===== config.mk =====
export PLATFORM = sky130hd
export DESIGN_NAME = dmem_port_arbiter
export DESIGN_NICKNAME = d
export VERILOG_FILES = /design/src/rtl/dmem_port_arbiter.sv
export SDC_FILE = /design/constraint.sdc
export NUM_CORES = 1
export LEC_CHECK = 0
export BUFFER_PORTS_ARGS = -buffer_cell sky130_fd_sc_hd__buf_4
export CORE_MARGIN = 10
export CORE_UTILIZATION = 45
export DETAILED_ROUTE_END_ITERATION = 12
export PLACE_DENSITY_LB_ADDON = 0.05
export SETUP_SLACK_MARGIN = 0.02
export SYNTH_ARGS = -nofsm -noshare
export SYNTH_HDL_FRONTEND = slang
export SYNTH_SLANG_ARGS = --single-unit

===== constraint.sdc =====
create_clock -name clk -period 1.8 [get_ports clk]
set_input_delay 0.09 -clock clk [delete_from_list [all_inputs] [get_ports clk]]
set_output_delay 0.09 -clock clk [all_outputs]
set_load 0.02 [all_outputs]

===== src/rtl/dmem_port_arbiter.sv =====
// Two-requester arbiter/sequencer in front of DataMemory: round-robin grant,
// alignment check, registered memory strobes and a one-cycle ack back to the owner.
module dmem_port_arbiter #(
  parameter int AW     = 32,
  parameter int DW     = 32,
  parameter int MODE_W = 2,
  parameter logic [MODE_W-1:0] MODE_BYTE = MODE_W'(0),
  parameter logic [MODE_W-1:0] MODE_HALF = MODE_W'(1),
  parameter logic [MODE_W-1:0] MODE_WORD = MODE_W'(2)
) (
  input  logic              clk,
  input  logic              reset,
  input  logic              r0_req,
  input  logic              r0_write,
  input  logic [AW-1:0]     r0_addr,
  input  logic [DW-1:0]     r0_wdata,
  input  logic [MODE_W-1:0] r0_mode,
  output logic              r0_ack,
  output logic              r0_err,
  output logic [DW-1:0]     r0_rdata,
  input  logic              r1_req,
  input  logic              r1_write,
  input  logic [AW-1:0]     r1_addr,
  input  logic [DW-1:0]     r1_wdata,
  input  logic [MODE_W-1:0] r1_mode,
  output logic              r1_ack,
  output logic              r1_err,
  output logic [DW-1:0]     r1_rdata,
  output logic [AW-1:0]     mem_address,
  output logic [DW-1:0]     mem_write_data,
  output logic [MODE_W-1:0] mem_mode,
  output logic              mem_read,
  output logic              mem_write,
  input  logic [DW-1:0]     mem_read_data,
  output logic              busy
);

  typedef enum logic [1:0] {IDLE, ACCESS, RESP} state_t;

  state_t              state, stateNext;
  logic                lastGrant, owner, errFlag;
  logic                grantValid, winner;
  logic                winWrite, winMis;
  logic [AW-1:0]       winAddr;
  logic [DW-1:0]       winWdata;
  logic [MODE_W-1:0]   winMode;
  logic [DW-1:0]       accData;

  function automatic logic misAligned(input logic [MODE_W-1:0] m, input logic [1:0] a);
    return ((m == MODE_WORD) && (a != 2'b00)) || ((m == MODE_HALF) && a[0]);
  endfunction

  always_ff @(posedge clk) begin
    if (reset) state <= IDLE;
    else       state <= stateNext;
  end

  always_comb begin
    stateNext  = state;
    grantValid = 1'b0;
    winner     = 1'b0;
    case (state)
      IDLE: if (r0_req || r1_req) begin
        grantValid = 1'b1;
        stateNext  = ACCESS;
        // on a tie the requester that did not win last time goes first
        winner     = (r0_req && r1_req) ? ~lastGrant : r1_req;
      end
      ACCESS:  stateNext = RESP;
      RESP:    stateNext = IDLE;
      default: stateNext = IDLE;
    endcase
    winAddr  = winner ? r1_addr  : r0_addr;
    winWdata = winner ? r1_wdata : r0_wdata;
    winMode  = winner ? r1_mode  : r0_mode;
    winWrite = winner ? r1_write : r0_write;
    winMis   = misAligned(winMode, winAddr[1:0]);
  end

  // mem_read is only ever set for an aligned load, so it doubles as the capture qualifier
  assign accData = mem_read ? mem_read_data : '0;
  assign busy    = (state != IDLE);

  always_ff @(posedge clk) begin
    if (reset) begin
      lastGrant      <= 1'b1;
      owner          <= 1'b0;
      errFlag        <= 1'b0;
      mem_address    <= '0;
      mem_write_data <= '0;
      mem_mode       <= '0;
      mem_read       <= 1'b0;
      mem_write      <= 1'b0;
      r0_ack         <= 1'b0;
      r0_err         <= 1'b0;
      r0_rdata       <= '0;
      r1_ack         <= 1'b0;
      r1_err         <= 1'b0;
      r1_rdata       <= '0;
    end else begin
      case (state)
        IDLE: if (grantValid) begin
          lastGrant      <= winner;
          owner          <= winner;
          mem_address    <= winAddr;
          mem_write_data <= winWdata;
          mem_mode       <= winMode;
          errFlag        <= winMis;
          mem_write      <= winWrite & ~winMis;
          mem_read       <= ~winWrite & ~winMis;
        end
        ACCESS: begin
          mem_read  <= 1'b0;
          mem_write <= 1'b0;
          if (owner) begin
            r1_ack   <= 1'b1;
            r1_err   <= errFlag;
            r1_rdata <= accData;
          end else begin
            r0_ack   <= 1'b1;
            r0_err   <= errFlag;
            r0_rdata <= accData;
          end
        end
        RESP: begin
          r0_ack <= 1'b0;
          r0_err <= 1'b0;
          r1_ack <= 1'b0;
          r1_err <= 1'b0;
        end
        default: ;
      endcase
    end
  end

endmodule


==> results of run 1 <==
[critical path, delay by kind of cell (launching register included)]
family	cells	cell delay, ns
AOI/OAI and AO/OA	2	0.60
DFF	1	0.33
and+or+nand+nor	2	0.31
buffers and inverters	1	0.26
[state kept, by name, indices dropped and copies added, names as in the netlist]
register / cells
errFlag: 1
mem_mode: 2
r1_ack: 1
r1_err: 1
owner: 1
mem_write: 1
mem_write_data: 32
mem_read: 1
lastGrant: 1
r1_rdata: 32
r0_rdata: 32
mem_address: 32
state: 2
r0_ack: 1
r0_err: 1
[routing by layer]
metal | wire [um] | vias up | share of wire [%] | GRT usage [%]
li1 | - | 2946 | - | -
met3 | 1580 | 19 | 7.7 | 8.29
met2 | 10800 | 229 | 53 | 39.7
met4 | 292 | 0 | 1.4 | 6.91
met1 | 7720 | 2759 | 38 | 22.7
met5 | 0 | - | 0 | 0
[cell families (layout without fill, tap and decap cells)]
group	Yosys count	after routing	share of synthesized area, %
AND/OR/NAND/NOR	234	234	17.6
AO/OA/AOI/OAI	149	149	16.6
flip-flops	141	141	49.2
multiplexers	64	64	11.2
buffers and inverters	63	398	5.34
[final cells by class]
class / instances / area share [%]
clock buffer: 20 / 4.86
timing repair buffer: 364 / 31.5
sequential: 141 / 30.7
inverter: 2 / 0.0817
tap: 172 / 2.34
multi-input combinational: 447 / 28.5
clock inverter: 12 / 2.02
[metrics by stage]
step           util [%]  std cells  total power [uW]  setup WS (ns)
2_1_floorplan         -        651              4430          0.467
3_3_place_gp       65.0       1087              5220          0.304
3_5_place_dp       65.0       1087              5260          0.202
4_1_cts            73.1       1158              9040          0.176
5_1_grt            73.1       1158              9330         0.0542
6_report           73.1       1158              8970          0.173
[cell usage in the layout (no fill, tap or decap), drive strengths merged, types with 3 or more instances in the layout]
master,Yosys,final
dfxtp,141,141
a211oi,62,62
nand2b,7,7
mux2i,64,64
o22ai,3,3
buf,33,325
dlygate4sd3,0,39
a311oi,4,4
nor2b,3,3
clkinv,0,4
inv,2,5
nand2,76,76
nor2,76,76
nand3,68,68
bufinv,0,4
o21ai,3,3
a21oi,69,69
clkbuf,28,20
[timing repair]
item,in CTS,in global routing
hold buffers,39,0
gates resized for setup,0,0
hold endpoints to repair,68,0
endpoints found under the setup margin,0,0
[power groups by stage]
stage	combinational [uW]	clock (uW)	sequential, uW
5_1_grt	1950	3910	3480
6_report	1810	3710	3450
3_3_place_gp	1710	0	3500
2_1_floorplan	697	0	3730
4_1_cts	1820	3770	3450
3_5_place_dp	1750	0	3510
[worst min-delay path by stage]
| stage | cells past startpoint | slack [ns] | end | from |
|---|---|---|---|---|
| after floorplan | 2 | 0.25 | mem_mode[0] | r0_mode[0] |
| after global placement | 3 | 0.38 | r0_rdata[14] | mem_read_data[14] |
| after detailed placement | 3 | 0.39 | r0_rdata[25] | mem_read_data[25] |
| after CTS | 3 | 0.001 | mem_mode[0] | r1_mode[0] |
| after global routing | 3 | 0.005 | mem_mode[0] | r1_mode[0] |
| final | 3 | 0.02 | mem_mode[0] | r1_mode[0] |
==> summary.md, run 1 <==
| Metric | Value |
|---|---|
| Root buffer cell | clkbuf_16 |
| # rows | 41 |
| Total track usage | 21.9% |
| HP Class | primary input to register |
| Global-route wire length before repair | 31500 um |
| Count leader, synth | dfxtp_1 |
| ANT nets after route | 0 |
| Sw power | 2420 uW |
| Fill count | 944 |
| Clock Sinks | 141 |
| Main synth FF type | dfxtp_1 |
| IO buf count | 306 |
| Synth top area share | 49.2% |
| CTS tree | done |
| I/O pin cnt | 307 |
| Worst R2R Start | state[0] |
| Multi-input gate area | 2620 sq um |
| Mapped Area | 5740 sq um |
| Reg2Reg Setup Slack | 0.17 ns |
| Drt drc | 0 |
| Switching Share | 27.0% |
| 1st-iter DRT viols | 476 |
| CP startpoint | state[0] |
| Die Height | 133 um |
| Placeable Area | 12600 sq um |
| CP Launch Type | register |
| Pre-Repair DR Iteration Count | 7 |
| Sequential share of power | 38.5% |
| Main area contributors after synthesis | dfxtp_1 49%, mux2i_1 11%, a211oi_1 8.1%, a21oi_1 6.0%, nand3_1 5.9% |
| Capture point of the worst reg-to-reg path | mem_write_data[14] |
| Vias in the first global route | 6184 |
| Cell Pwr Density | 976 nW/um^2 |
| Clk_skew | 0.0119 ns |
| Critical Path End | mem_write_data[14] |
| Critical path arrival | 1.94 ns |
| Ant. Diodes | 0 |
| RSZ-0062 raised after global routing | no |
| Max Freq | 615 MHz |
| Via density | 5.14 |
| Endpoints failing hold | 0 |
| H-tree levels | 4 |
| Post-synth EDFFs | 0 |
| Max Slew Vio Count | 0 |
| Max-cap viol count | 0 |
| #FFs+latches synth | 141 |
| Synth Instances | 651 |
| Setup_tns | 0 ns |
| Async S/R FF share, synth | 0% |
| Cells along the critical path | nor2_4 -> o21a_4 -> buf_12 -> nor2_1 -> a211oi_1 |
| Die width | 133 um |
| Setup violators final | 0 |
| Final worst path period need | 1.63 ns |
| Routed wire length | 20400 um |
| Grt total ovfl | 0 |
| CP max stage delay | 0.34 ns |
| Pint | 6550 uW |
| Clk network pwr share | 41.3% |
| Clock Path Buffers | 2 |
| YS warnings | 0 |
| Largest net degree at the start of global routing | 53 |
| Combinational Power Share | 20.2% |
| Worst Path Max Fanout | 48 |
| Outcome | completed |
| Fin nets | 1143 |
| Placed instance area | 8170 sq um |
| Critical Path End Type | register |
| DIE AREA | 17700 sq um |
| FF+latch area | 2820 sq um |
| Fin crit share | 90.4% |
| WS Path Type | register to register |
| CTS buffer count | 17 |
| Slowest CP cell | o21a_4 |
| Setup Buffers After CTS | 0 |
| Layout cells sized above 1 | 36.6% |
| Synth Area per Inst | 8.81 sq um |
| Later-pin clock latency in the skew report | 0.42 ns |
| Worst R2R Path Depth | 5 |
| Worst Tran Pin Value | 0.563 ns |
| DR WL/cell | 17.6 um |
| Count of different cell masters after synthesis | 32 |
| Post-synthesis sequential area ratio | 49.2% |
| Leakage | 0.00427 uW |
| Synth top cells by count | 141 x dfxtp_1, 75 x nand2_1, 75 x nor2_1 |
| Worst-path clk slew | 0.06 ns |
| Final instance area | 9190 sq um |
| Starting Density | 45.6% |
| WHS | 0.0152 ns |
| Worst path required time | 2.11 ns |
| Slew headroom | 62.5% |
| Synth area leader | dfxtp_1 |
| Routed via count | 5953 |
| GPL Wtd Cong | 0.831 |
| Initial antenna violation count | 0 |
| Area delta synth->final | 60.2% |
| Worst VDD drop | 0.614 mV |
| Post-Syn Nets | 821 |
| DP HPWL | 15400 um |
Note: power is estimated with default switching activity, not from simulation.
==> run 2: changes to the inputs <==
Settings changed: CAP_MARGIN set to 30, CORE_UTILIZATION 45 to 46, CTS_BUF_LIST set to sky130_fd_sc_hd__clkbuf_8.
==> run 2 against run 1 <==
- the run now ends with negative hold slack left
- maximum frequency fell by 0.57%
- clock power is 13% lower
- clock-buffer cell count is the same
- design area is 6.0% higher
- wire length is 11% higher
- register-to-register slack about the same
- die area is 1.8% lower
- combinational power rose by 8%
- highest routed layer unchanged
==> summary.md, run 2 (synthesis results as in run 1) <==
| Metric | Value |
|---|---|
| Outcome | complete, but fails checks |
| Failing checks | negative hold slack |
| Placeable Area | 12100 sq um |
| RSZ-0062 raised after global routing | no |
| Fin nets | 1205 |
| WHS | -0.00588 ns |
| Final Non-Filler Cells | 1217 |
| Clock Path Buffers | 2 |
| Final instance area | 9740 sq um |
| Final worst path period need | 1.64 ns |
| Sw power | 2360 uW |
| Drt drc | 0 |
| Most common cell after layout, fill and taps aside | buf_4 |
| Later-pin clock latency in the skew report | 0.45 ns |
| Die Height | 132 um |
| Fin crit share | 90.9% |
| DP HPWL | 15200 um |
| Placed instance area | 8170 sq um |
| CP max stage delay | 0.35 ns |
| Layout cells sized above 1 | 34.3% |
| Worst VDD drop | 0.532 mV |
| Root buffer cell | clkbuf_8 |
| Sequential share of power | 40.0% |
| CP Launch Type | register |
| Setup violators final | 0 |
| Max Slew Vio Count | 0 |
| # rows | 40 |
| Largest net degree at the start of global routing | 83 |
| Max-cap viol count | 0 |
| Global-route wire length before repair | 35700 um |
| Routed wire length | 22700 um |
| Initial antenna violation count | 1 |
| Critical path arrival | 1.97 ns |
| Grt total ovfl | 0 |
| Pre-Repair DR Iteration Count | 5 |
| Placed Cells | 1079 |
| Leakage | 0.00449 uW |
| Setup_tns | 0 ns |
| Vias in the first global route | 6601 |
| Worst-path clk slew | 0.09 ns |
| Worst Tran Pin Value | 0.462 ns |
| DR WL/cell | 18.7 um |
| Clk network pwr share | 37.4% |
| 1st-iter DRT viols | 444 |
| WS Path Type | register to register |
| ANT nets after route | 0 |
| I/O pin cnt | 307 |
| Worst path required time | 2.14 ns |
| DIE AREA | 17300 sq um |
| Clock Sinks | 141 |
| Post-CTS Resized | 0 |
| Fill count | 740 |
| Most frequent cells in the layout | 313 x buf_4, 140 x dfxtp_1, 105 x dlygate4sd3_1 |
| Final Util | 80.4% |
| Cells along the critical path | nor2_4 -> nand2_4 -> buf_4 -> mux2i_1 -> a211oi_1 |
| Clk_skew | 0.0143 ns |
| Max Freq | 611 MHz |
| HP Class | primary input to register |
| Routed via count | 6357 |
| Endpoints failing hold | 1 |
| CTS tree | done |
| CTS Hold Buffers Added | 103 |
| Cell Pwr Density | 889 nW/um^2 |
| Pint | 6300 uW |
| IO buf count | 306 |
| CTS buffer count | 17 |
| Area delta synth->final | 69.7% |
| GPL Wtd Cong | 0.804 |
| H-tree levels | 4 |
| Total track usage | 25.2% |
| Total Power | 8660 uW |
| Critical Path End Type | register |
| Switching Share | 27.2% |
| Starting Density | 47.4% |
| Combinational Power Share | 22.6% |
| Worst Path Max Fanout | 16 |
| Setup Buffers After CTS | 0 |
| Slowest CP cell | dfxtp_1 |
| Via density | 5.22 |
| Die width | 132 um |
| Slew headroom | 69.2% |
==> run 2: changes by cell type in the layout (fill, tap and decap cells not counted), sizes merged <==
cell         change
dlygate4sd3     +66
diode            +1
bufinv           +3
inv              -3
buf              -4
==> run 2: power groups by stage <==
stage	sequential [uW]	clock [uW]	combinational, uW
5_1_grt	3480	3400	2090
6_report	3460	3240	1960
3_3_place_gp	3510	0	1700
2_1_floorplan	3730	0	697
3_5_place_dp	3520	0	1730
4_1_cts	3450	3260	1920
==> run 2: cell type report <==
cell class / instances / area, sq um / share of cell area, %
diodes: 1 / 2.50 / 0.0257
clock buffers: 20 / 275 / 2.83
clock inverters: 12 / 238 / 2.44
inverters: 2 / 7.51 / 0.0771
multi-input cells: 447 / 2620 / 26.9
flip-flops and latches: 141 / 2820 / 29.0
well taps: 168 / 210 / 2.16
repair buffers: 426 / 3560 / 36.6
==> run 2: layer usage <==
metal  vias to the layer above  wire length [um]  GRT usage (%)
met3                        80              1910           9.22
li1                       3062                 -              -
met1                      2902              8340           25.5
met4                         0              1140           14.8
met5                         -                 0              0
met2                       313             11300           43.5
==> run 2: critical path: cells and delay by family, from the launching register on <==
kind	cells	cell delay, ns
multiplexers	1	0.13
AND/OR/NAND/NOR	2	0.48
flip-flops	1	0.35
AO/OA/AOI/OAI	1	0.31
buffers and inverters	1	0.27
==> run 2: worst paths after layout <==
kind	from	endpoint	slack, ns	cells past startpoint
worst min-delay path	r0_wdata[15]	mem_write_data[15]	-0.006	3
worst max register to register	state[0]	mem_write_data[18]	0.16	5
worst max-delay path	state[0]	mem_write_data[18]	0.16	5
worst min register to register	r0_rdata[6]	r0_rdata[6]	0.46	2
==> run 2: metrics by stage <==
step / setup slack (ns) / hold slack [ns]
final: 0.164 / -0.00588
after global routing: 0.0659 / 0.00525
after global placement: 0.329 / 0.377
after detailed placement: 0.226 / 0.385
after floorplan: 0.467 / 0.252
after CTS: 0.187 / 0.000410
==> run 3: changes to the inputs <==
Settings changed: PLACE_DENSITY set to 0.93, PLACE_DENSITY_LB_ADDON 0.05 to unset.
==> run 3 against run 2 <==
- the flow now finishes without violations
- combinational power is 13% higher
- flip-flop and latch count stayed put
- sequential power is 2% higher
- power is 1.2% higher
- highest routed layer unchanged
==> summary.md, run 3 (synthesis results as in run 1) <==
| Metric | Value |
|---|---|
| Via density | 5.95 |
| Worst R2R Path Depth | 5 |
| Cells along the critical path | a21boi_4 -> nand2_4 -> buf_12 -> mux2i_1 -> a211oi_2 |
| Most common cell after layout, fill and taps aside | buf_4 |
| Clk_skew | 0.0132 ns |
| Worst Hold Depth | 3 |
| CTS tree | done |
| ANT nets after route | 0 |
| CP max stage delay | 0.36 ns |
| Slew headroom | 65.3% |
| Pint | 6030 uW |
| Total track usage | 32.2% |
| Worst path required time | 2.15 ns |
| Placed Cells | 1079 |
| Leakage | 0.00463 uW |
| Fin nets | 1243 |
| Placeable Area | 12100 sq um |
| Critical path arrival | 2.11 ns |
| Fin crit share | 97.8% |
| DR WL/cell | 24.6 um |
| Worst Tran Pin Value | 0.521 ns |
| # rows | 40 |
| WS Path Type | register to register |
| GPL Wtd Cong | 0.828 |
| Routed via count | 7502 |
| Setup violators final | 0 |
| WHS | 0.0310 ns |
| Grt total ovfl | 0 |
| Starting Density | 47.4% |
| Capture point of the worst reg-to-reg path | mem_address[24] |
| CP Launch Type | register |
| Max Slew Vio Count | 0 |
| I/O pin cnt | 307 |
| H-tree levels | 4 |
| Worst path bufs/invs | 1 |
| Global-route wire length before repair | 44600 um |
| Routed wire length | 31000 um |
| Outcome | completed |
| Clock Sinks | 141 |
| Max-cap viol count | 0 |
| Reg2Reg Setup Slack | 0.04 ns |
| Initial antenna violation count | 5 |
| Drt drc | 0 |
| Max Freq | 568 MHz |
| Critical Path End Type | register |
| Most frequent cells in the layout | 317 x buf_4, 140 x dfxtp_1, 137 x dlygate4sd3_1 |
| HP Class | primary input to register |
| DIE AREA | 17300 sq um |
| Cell Pwr Density | 869 nW/um^2 |
| DP HPWL | 16100 um |
| Total Power | 8760 uW |
| Vias in the first global route | 7665 |
| Switching Share | 31.1% |
| Final Non-Filler Cells | 1261 |
| IO buf count | 306 |
| Worst-path clk slew | 0.08 ns |
| Sequential share of power | 40.2% |
| Worst VDD drop | 0.618 mV |
| Hold Path Origin | r1_addr[25] |
| Sw power | 2730 uW |
| Clk network pwr share | 34.6% |
| Later-pin clock latency in the skew report | 0.46 ns |
| Area delta synth->final | 75.8% |
| Worst Path Max Fanout | 32 |
| Final worst path period need | 1.76 ns |
| Pre-Repair DR Iteration Count | 6 |
| Worst path top cell family by delay | compound AO/OA/AOI/OAI gates |
| Endpoints failing hold | 0 |
| Clock Path Buffers | 2 |
| CTS buffer count | 17 |
| Layout cells sized above 1 | 33.7% |
| Combinational Power Share | 25.3% |
| Die width | 132 um |
| Die Height | 132 um |
| Largest net degree at the start of global routing | 52 |
| Root buffer cell | clkbuf_8 |
| Hold worst-path end | mem_address[25] |
| Slowest CP cell | dfxtp_1 |
| Worst R2R Start | lastGrant |
| 1st-iter DRT viols | 992 |
-- run 3: cell types whose count changed in the layout (fill, tap and decap cells not counted), sizes merged, moves of 2 or more --
cell,previous run,this run
buf,321,326
bufinv,7,5
clkbuf,20,18
diode,1,7
dlygate4sd3,105,137
inv,2,4
-- run 3: power groups by stage --
stage | Clock, uW | Sequential (uW) | Combinational (uW)
after floorplan | 0 | 3730 | 697
after global placement | 0 | 3510 | 1700
after detailed placement | 0 | 3520 | 1740
after CTS | 2980 | 3460 | 2000
after global routing | 3150 | 3530 | 2300
final | 3030 | 3520 | 2210
-- run 3: timing repair --
| action | CTS | global route |
|---|---|---|
| hold buffers | 137 | 0 |
| setup endpoints to repair | 0 | 15 |
| setup buffers | 0 | 5 |
| gates resized for setup | 0 | 1 |
| hold endpoints to repair | 119 | 0 |
-- run 3: worst max-delay path by stage --
stage                              end  cells after the start      start
global placement       mem_address[11]                      5   state[0]
CTS                           mem_read                      2   mem_read
detailed placement  mem_write_data[24]                      5   state[0]
finish                 mem_address[24]                      5  lastGrant
global route        mem_write_data[17]                      6   state[1]
floorplan              mem_address[10]                      7   state[0]
-- run 3: worst register-to-register path, stage by stage (launching register included) --
cell,delay [ns]
dfxtp_1,0.36
a21boi_4,0.30
nand2_4,0.22
buf_12,0.25
mux2i_1,0.21
a211oi_2,0.31
-- run 3: per-stage QoR --
step           setup TNS, ns  utilization (%)  setup slack, ns  instance area [sq um]
4_1_cts                    0             82.7            0.145                  10000
5_1_grt             -0.00918             83.2         -0.00663                  10100
2_1_floorplan              0                -            0.467                   5740
3_3_place_gp               0             67.6            0.312                   8180
3_5_place_dp               0             67.6            0.219                   8180
6_report                   0             83.3           0.0391                  10100
-- run 3: layer usage --
metal  GRT usage [%]  part of all wire (%)  routed length [um]  up-vias
met5               0                     0                   0        -
met4            21.4                   7.2                2230        0
met3            11.8                    12                3810      178
met2            53.0                    47               14600      693
met1            34.1                    33               10300     3488
li1                -                     -                   -     3143
-- run 3: cell type report --
type | count | area, sq um
timing repair buffer | 463 | 3930
sequential | 141 | 2820
multi-input combinational | 448 | 2630
fill | 582 | 2030
clock buffer | 18 | 248
clock inverter | 14 | 215
tap | 168 | 210
antenna | 7 | 17.5
inverter | 2 | 7.51
